--- src/rtl/if_prefetch_stage.sv ---
// Instruction-fetch stage: issues sequential or redirected fetches over a req/ack
// memory port and buffers {PC, instruction} pairs in a DEPTH-entry FIFO for decode.
module if_prefetch_stage #(
  parameter int                  WORD_LEN     = 32,
  parameter int                  DEPTH        = 4,
  parameter logic [WORD_LEN-1:0] RESET_PC     = '0,
  parameter int                  INSTR_BYTES  = 4,
  parameter int                  OFFSET_SHIFT = 2
) (
  input  logic                    clk,
  input  logic                    rst,
  input  logic                    brTaken,
  input  logic [WORD_LEN-1:0]     brPC,
  input  logic [WORD_LEN-1:0]     brOffset,
  input  logic                    freeze,
  output logic                    imemReq,
  output logic [WORD_LEN-1:0]     imemAddr,
  input  logic                    imemAck,
  input  logic [WORD_LEN-1:0]     imemData,
  output logic                    outValid,
  output logic [WORD_LEN-1:0]     outPC,
  output logic [WORD_LEN-1:0]     outInstr,
  output logic [$clog2(DEPTH):0]  fifoCount
);

  localparam int AW = $clog2(DEPTH);
  localparam int CW = AW + 1;

  typedef enum logic [1:0] {IDLE, REQ, DROP} state_t;

  state_t              state, state_nxt;
  logic [WORD_LEN-1:0] fetch_pc, fetch_pc_nxt;
  logic                req_nxt;
  logic [WORD_LEN-1:0] addr_nxt;
  logic [WORD_LEN-1:0] pc_mem    [DEPTH];
  logic [WORD_LEN-1:0] instr_mem [DEPTH];
  logic [AW-1:0]       rd_ptr, wr_ptr;
  logic [CW-1:0]       count, count_nxt;
  logic                push, pop, space;
  logic [WORD_LEN-1:0] target, seq_pc;

  assign target = brPC + (brOffset << OFFSET_SHIFT);
  assign seq_pc = fetch_pc + WORD_LEN'(INSTR_BYTES);

  // A redirect empties the FIFO outright, overriding any push or pop this cycle.
  assign push      = (state == REQ) && imemAck && !brTaken;
  assign pop       = outValid && !freeze;
  assign count_nxt = brTaken ? '0 : (count + CW'(push) - CW'(pop));
  assign space     = (count_nxt < CW'(DEPTH));

  assign outValid  = (count != '0);
  assign outPC     = outValid ? pc_mem[rd_ptr] : '0;
  assign outInstr  = outValid ? instr_mem[rd_ptr] : '0;
  assign fifoCount = count;

  always_comb begin
    state_nxt    = state;
    fetch_pc_nxt = fetch_pc;
    req_nxt      = imemReq;
    addr_nxt     = imemAddr;
    case (state)
      IDLE: begin
        if (brTaken) begin
          fetch_pc_nxt = target;
        end else if (space) begin
          req_nxt   = 1'b1;
          addr_nxt  = fetch_pc;
          state_nxt = REQ;
        end
      end
      REQ: begin
        if (imemAck) begin
          if (brTaken) begin
            fetch_pc_nxt = target;
            addr_nxt     = target;
            req_nxt      = 1'b1;
          end else begin
            fetch_pc_nxt = seq_pc;
            if (space) begin
              req_nxt  = 1'b1;
              addr_nxt = seq_pc;
            end else begin
              req_nxt   = 1'b0;
              state_nxt = IDLE;
            end
          end
        end else if (brTaken) begin
          // The response for the old address must still be absorbed, so hold the bus.
          fetch_pc_nxt = target;
          state_nxt    = DROP;
        end
      end
      DROP: begin
        if (brTaken) fetch_pc_nxt = target;
        if (imemAck) begin
          req_nxt   = 1'b1;
          addr_nxt  = brTaken ? target : fetch_pc;
          state_nxt = REQ;
        end
      end
      default: state_nxt = IDLE;
    endcase
  end

  always_ff @(posedge clk) begin
    if (rst) begin
      state    <= IDLE;
      fetch_pc <= RESET_PC;
      imemReq  <= 1'b0;
      imemAddr <= '0;
    end else begin
      state    <= state_nxt;
      fetch_pc <= fetch_pc_nxt;
      imemReq  <= req_nxt;
      imemAddr <= addr_nxt;
    end
  end

  always_ff @(posedge clk) begin
    if (rst || brTaken) begin
      rd_ptr <= '0;
      wr_ptr <= '0;
      count  <= '0;
    end else begin
      if (push) wr_ptr <= wr_ptr + AW'(1);
      if (pop)  rd_ptr <= rd_ptr + AW'(1);
      count <= count_nxt;
    end
  end

  always_ff @(posedge clk) begin
    if (push) begin
      pc_mem[wr_ptr]    <= imemAddr;
      instr_mem[wr_ptr] <= imemData;
    end
  end

  // Issue is gated on free space, so a push can never land on a full FIFO.
  always_ff @(posedge clk) begin
    if (!rst) assert (!(push && (count == CW'(DEPTH))));
  end

endmodule

--- config.mk ---
export PLATFORM = sky130hd
export DESIGN_NAME = if_prefetch_stage
export DESIGN_NICKNAME = d
export VERILOG_FILES = /design/src/rtl/if_prefetch_stage.sv
export SDC_FILE = /design/constraint.sdc
export NUM_CORES = 1
export LEC_CHECK = 0
export ABC_AREA = 1
export BUFFER_PORTS_ARGS = -buffer_cell sky130_fd_sc_hd__clkbuf_2
export CELL_PAD_IN_SITES_DETAIL_PLACEMENT = 0
export CELL_PAD_IN_SITES_GLOBAL_PLACEMENT = 1
export CORE_AREA = 2 2 201 203
export DETAILED_ROUTE_END_ITERATION = 10
export DIE_AREA = 0 0 203 205
export PLACE_DENSITY = 0.87
export SLEW_MARGIN = 20
export SYNTH_ARGS = -nofsm -noshare
export SYNTH_HDL_FRONTEND = slang
export SYNTH_SLANG_ARGS = --single-unit
--- constraint.sdc ---
create_clock -name clk -period 5.6 [get_ports clk]
set_input_delay 0.56 -clock clk [delete_from_list [all_inputs] [get_ports clk]]
set_output_delay 0.56 -clock clk [all_outputs]
set_load 0.1 [all_outputs]
==> results of run 1 <==
[through the flow]
step                      power [mW]  setup WS [ns]  utilization, %  hold slack [ns]  cells
after floorplan                 5.51           1.39               -            0.436   2052
after global placement          6.17           1.27            47.2            0.449   2699
after detailed placement        6.22           1.07            47.2            0.459   2699
after CTS                       8.15           1.04            49.5            0.200   2755
after global routing            8.53           1.07            49.6            0.205   2755
final                           8.13           1.44            49.6            0.221   2755
[area by class of cell]
cell class                      count  area share [%]
Sequential cell                   332            47.2
Multi-Input combinational cell   1428            35.0
Timing Repair Buffer              218            5.84
Clock buffer                       37            4.09
Inverter                          196            3.77
Tap cell                          525            3.37
Clock inverter                     19           0.654
[flip-flops by register name, summed over array words and instances, names as in the netlist, named ones only]
| register | cells |
|---|---|
| imemReq | 1 |
| pc_mem | 128 |
| fetch_pc | 32 |
| imemAddr | 32 |
| rd_ptr | 2 |
| state | 2 |
| instr_mem | 128 |
| fifoCount | 3 |
| wr_ptr | 2 |
[Yosys cell counts, drive strengths merged]
cell      n
clkbuf   60
nand2   433
a31oi     3
o21ai   239
nor2    342
nand4    11
ha       41
edfxtp  256
o221ai    6
or2       3
nor4      1
nor3b     1
dfxtp    76
clkinv    4
o211ai    6
xnor2     6
a21oi   177
fa        2
xor2      8
o21bai    2
nor3     14
buf      36
o31ai     2
a22oi     2
a211oi    3
inv     192
o22ai     4
nand3b    3
nand3   119
[power by group]
part | switching (mW) | internal (mW) | total, mW
Clock | 0.874 | 1.06 | 1.93
Combinational | 2.29 | 0.631 | 2.92
Sequential | 0.293 | 2.98 | 3.28
[logic make-up after synthesis]
logic type | count (synthesis)
compound gates | 444
xor+xnor | 14
fa+ha+maj | 43
buf+inv | 292
flops | 332
simple gates | 927
[per-layer routing]
| layer | vias to the layer above | part of all wire [%] | track usage [%] | routed length (um) |
|---|---|---|---|---|
| met2 | 405 | 49 | 38.2 | 22200 |
| met5 | - | 0 | 0 | 0 |
| met3 | 60 | 5.2 | 2.10 | 2390 |
| met4 | 0 | 2.0 | 6.47 | 928 |
| li1 | 7177 | - | - | - |
| met1 | 6695 | 44 | 27.8 | 20000 |
[path summary, 6_finish.rpt]
kind,endpoint,slack (ns),cells past startpoint
setup reg to reg,imemAddr[25],1.44,18
hold reg to reg,flip-flop,0.48,2
hold / removal,instr_mem[1][22],0.22,1
setup / recovery,imemAddr[25],1.44,18
==> metrics.yaml, run 1 <==
outcome:
  status: "complete, no violations"
global_route:
  grt_pass1_vias: 13700
  grt_pass1_wl_mm: 71.1
  grt.total_usage_pct: 21.5
  grt_start_max_net_pins: 75
  antenna_found_initial: 0
  overflow: 0
critical_path:
  cp.arrival_ns: 4.64
  critPathSlowestCell: "ha_2"
  critPathKind: "flip-flop to flip-flop"
  cp-end-kind: "flip-flop"
  critPathMaxStageDelay_ns: 0.63
  reg2reg_from: "state[1]"
  crit_buf_inv: 5
  crit_family: "adder cells"
  worst-path-max-fanout: 53
  start_kind: "flip-flop"
  cp_cell_sequence: "inv_1 > ha_2 > nand3_1 > buf_4 > ha_1 > inv_1 > ha_1 > fa_1 > or2_1 > nand3_2 > inv_2 > nand2_2 > nand2_2 > nor2_8 > inv_2 > a21oi_1 > nand2_1 > a21oi_1"
  required_ns: 6.08
  setup.worst_path.start: "state[1]"
timing:
  period_share_pct: 74.3
  slew_headroom_pct: 33.3
  fin_crit_ns: 4.16
  rsz0062_at_grt: "no"
  tns_ns: 0
  worst_slew_pin_slew_ns: 1.00
  finalSetupViolCount: 0
  finalMaxSlewViolations: 0
  fmax_mhz: 240
  finalHoldViolCount: 0
  finalClockSkew_ns: 0.0180
logic_synthesis:
  synthSimpleGateAreaFrac_pct: 22.3
  yosys_warnings: 0
  synthAdderAreaFrac_pct: 3.23
  synth_nets: 2196
  netlist_top_cells_area: "edfxtp_1 (45%), nand2_1 (9.3%), dfxtp_1 (8.9%), nor2_1 (7.3%), o21ai_0 (6.4%)"
  syn_inst: 2052
  ys_seq_area_share_pct: 53.8
  syn_area_per_cell_um2: 8.34
  syn_area_um2: 17100
  synth-xor-area-share_pct: 0.716
  yosys.area.top_type: "edfxtp_1"
  ys_ff_latch: 332
  synth_compound_area_share_pct: 13.4
  muxShareOfSynthArea_pct: 0
  ys_types: 42
  synth_top_family_by_area: "simple AND/OR/NAND/NOR gates"
  synth_top_area_share_pct: 44.9
hold_path:
  hp-class: "input pin to flip-flop"
  worstHoldStart: "imemData[22]"
cells_and_area:
  n_antenna_cell: 0
  final_common_cell: "nand2_1"
  seq_area_um2: 9210
  fin_area_um2: 19500
  multi_input_area_um2: 6840
  nFillCells: 3768
  drive_above_1_share_pct: 14.2
  final_cell_mix: "nand2_1 (424), nor2_1 (329), edfxtp_1 (256)"
  syn2layout_area_growth_pct: 13.9
  final_nets: 2350
floorplanning:
  die_w_um: 203
  top_level_ports: 202
  die_h_um: 205
  dieArea_um2: 41600
  placement_rows: 73
  start_util_pct: 43.5
  coreArea_um2: 39400
clock_tree:
  clk_pin_slew_ns: 0.06
  cts_buffers: 30
  root_buffer: "clkbuf_16"
  h-tree-depth: 1
  insertion_delay_ns: 0.56
  cts_hold_buf: 0
  cts_tree: "built"
  ctsResizeCount: 0
  clock_path_buffers: 3
  cts_setup_buffers: 0
  clock-sinks: 332
route:
  drt_iter0_drc: 1249
  detail-route-antenna-nets: 0
  wl_mm: 45.5
  firstDrtPassIters: 5
  remaining_drc_errors: 0
  viasPerCell: 5.20
  num_vias: 14300
  wl_per_cell_um: 16.5
power:
  power.leakage_nw: 8.05
  ir_drop_v: 0.000277
  power.density_nw_per_um2: 417
place:
  port_buffers: 199
  place_area_um2: 18600
  place.detailed.hpwl_mm: 30.3
  place_congestion: 0.871
run:
  maxCapViolations: 0
Note: power is estimated with default switching activity, not from simulation.
==> run 2: changes to the inputs <==
--- a/config.mk
+++ b/config.mk
@@ -9,10 +9,10 @@
 export BUFFER_PORTS_ARGS = -buffer_cell sky130_fd_sc_hd__clkbuf_2
 export CELL_PAD_IN_SITES_DETAIL_PLACEMENT = 0
 export CELL_PAD_IN_SITES_GLOBAL_PLACEMENT = 1
-export CORE_AREA = 2 2 201 203
+export CORE_AREA = 2 2 210 212
 export DETAILED_ROUTE_END_ITERATION = 10
-export DIE_AREA = 0 0 203 205
-export PLACE_DENSITY = 0.87
+export DIE_AREA = 0 0 212 214
+export PLACE_DENSITY = 0.84
 export SLEW_MARGIN = 20
 export SYNTH_ARGS = -nofsm -noshare
 export SYNTH_HDL_FRONTEND = slang
==> constraint.sdc (replaced) <==
create_clock -name clk -period 3.6 [get_ports clk]
set_input_delay 0.36 -clock clk [delete_from_list [all_inputs] [get_ports clk]]
set_output_delay 0.36 -clock clk [all_outputs]
set_load 0.1 [all_outputs]
==> run 2 against run 1 <==
Core utilization is 3.3 points lower. Global-route usage is 1.4 points lower. Setup slack worse by 0.90 ns. Count of clock-buffer cells in the layout is 6 higher. Clock power is 77% higher. Sequential share of layout area is 0.80 points lower. Non-clock buffer count is 5 higher. Critical path depth is 2 lower. Critical path type unchanged.
==> metrics.yaml, run 2 (synthesized netlist as in run 1, its figures left out) <==
place:
  place.detailed.hpwl_mm: 30.5
  place_ws_ns: 0.561
  place_congestion: 0.903
  port_buffers: 199
  placed_cells: 2764
  place_area_um2: 18800
critical_path:
  r2r-end: "imemAddr[22]"
  reg2reg_from: "state[1]"
  r2r.worst_path.cells: 16
  reg2reg_slack_ns: 0.54
  cp-end-kind: "flip-flop"
  required_ns: 4.04
  cp.arrival_ns: 3.50
  critPathKind: "flip-flop to flip-flop"
  setup.worst_path.start: "state[1]"
  setup.worst_path.end: "imemAddr[22]"
  start_kind: "flip-flop"
  worst-path-max-fanout: 52
timing:
  holdWs_ns: 0.0690
  rsz0062_at_grt: "no"
  fmax_mhz: 327
  finalMaxSlewViolations: 0
  finalHoldViolCount: 0
  finalClockSkew_ns: 0.0177
  worst_slew_pin_slew_ns: 0.936
  tns_ns: 0
  finalSetupViolCount: 0
  finalWorstSetupSlack_ns: 0.539
  period_share_pct: 85.0
  fin_crit_ns: 3.06
  slew_headroom_pct: 37.5
route:
  num_vias: 14400
  detail-route-antenna-nets: 0
  firstDrtPassIters: 6
  drt_iter0_drc: 1140
  wl_per_cell_um: 16.5
  remaining_drc_errors: 0
  viasPerCell: 5.09
  wl_mm: 46.7
outcome:
  status: "complete, no violations"
clock_tree:
  h-tree-depth: 2
  cts_setup_buffers: 0
  clk_pin_slew_ns: 0.06
  cts_tree: "built"
  insertion_delay_ns: 0.52
  cts_buffers: 34
  clock_path_buffers: 3
  root_buffer: "clkbuf_16"
  ctsResizeCount: 0
  cts_hold_buf: 0
  clock-sinks: 332
cells_and_area:
  nFillCells: 4137
  syn2layout_area_growth_pct: 15.9
  top_regs: "instr_mem: 128 flops, pc_mem: 128 flops"
  n_antenna_cell: 0
  drive_above_1_share_pct: 14.5
  fin_cells: 2825
  fin_area_um2: 19800
  final_cell_mix: "nand2_1 (424), nor2_1 (329), edfxtp_1 (256)"
  final_nets: 2359
  final_common_cell: "nand2_1"
power:
  ir_drop_v: 0.000324
  power.density_nw_per_um2: 660
  power.leakage_nw: 8.18
global_route:
  overflow: 0
  grt_start_max_net_pins: 129
  antenna_found_initial: 0
  grt_pass1_vias: 13500
  grt.total_usage_pct: 20.0
  grt_pass1_wl_mm: 72.1
floorplanning:
  die_w_um: 212
  dieArea_um2: 45400
  start_util_pct: 39.9
  placement_rows: 76
  die_h_um: 214
  coreArea_um2: 42900
  top_level_ports: 202
run:
  maxCapViolations: 0
hold_path:
  hp-class: "input pin to flip-flop"
## run 2: changes by cell type in the layout (fill, tap and decap cells not counted), sizes merged
cell / change
buf: +5
inv: +1
bufinv: +1
clkinv: -1
clkinvlp: -2
clkbuf: +6
## run 2: metal layers
| metal | GRT usage [%] | share of wire, % |
|---|---|---|
| met1 | 26.4 | 44 |
| met2 | 34.5 | 48 |
| met4 | 5.31 | 1.9 |
| met3 | 2.83 | 6.6 |
| met5 | 0 | 0 |
## run 2: final cells by class
type	count	area, um^2	share of cell area, %
flip-flops and latches	332	9210	46.4
clock inverters	18	155	0.782
well taps	585	732	3.69
inverters	196	736	3.71
multi-input cells	1428	6830	34.4
repair buffers	223	1250	6.31
clock buffers	43	926	4.67
## run 2: worst min-delay path by stage
stage | start | endpoint | slack [ns] | cells after the start
final | imemData[4] | instr_mem[1][4] | 0.07 | 1
after CTS | imemData[3] | instr_mem[0][3] | 0.04 | 1
after global placement | rd_ptr[1] | flip-flop | 0.45 | 2
after global routing | imemData[21] | instr_mem[2][21] | 0.05 | 1
after floorplan | rd_ptr[1] | flip-flop | 0.44 | 2
after detailed placement | rd_ptr[1] | flip-flop | 0.47 | 2
## run 2: report_power, final
group	internal (mW)	switching, mW	leakage (nW)	total, mW
clock	1.98	1.43	0.532	3.42
sequential	4.64	0.455	2.96	5.10
combinational	1.00	3.59	4.69	4.59
total	7.63	5.48	8.18	13.1
## run 2: stage by stage
stage          util [%]  total power [mW]
2_1_floorplan         -              8.56
3_3_place_gp       43.8              9.67
3_5_place_dp       43.8              9.74
4_1_cts            46.3              13.2
5_1_grt            46.3              13.8
6_report           46.3              13.1
## run 2: worst max-delay path, cell delays in order, from the launching register on
cell	delay, ns
dfxtp_1	0.34
inv_1	0.11
ha_1	0.17
nand3_1	0.12
ha_1	0.30
inv_1	0.04
ha_1	0.18
fa_1	0.38
or2_1	0.25
nand3_2	0.09
inv_2	0.05
nand2_2	0.06
nand2_2	0.09
nor2_8	0.10
buf_4	0.40
o21ai_0	0.16
a21oi_1	0.14
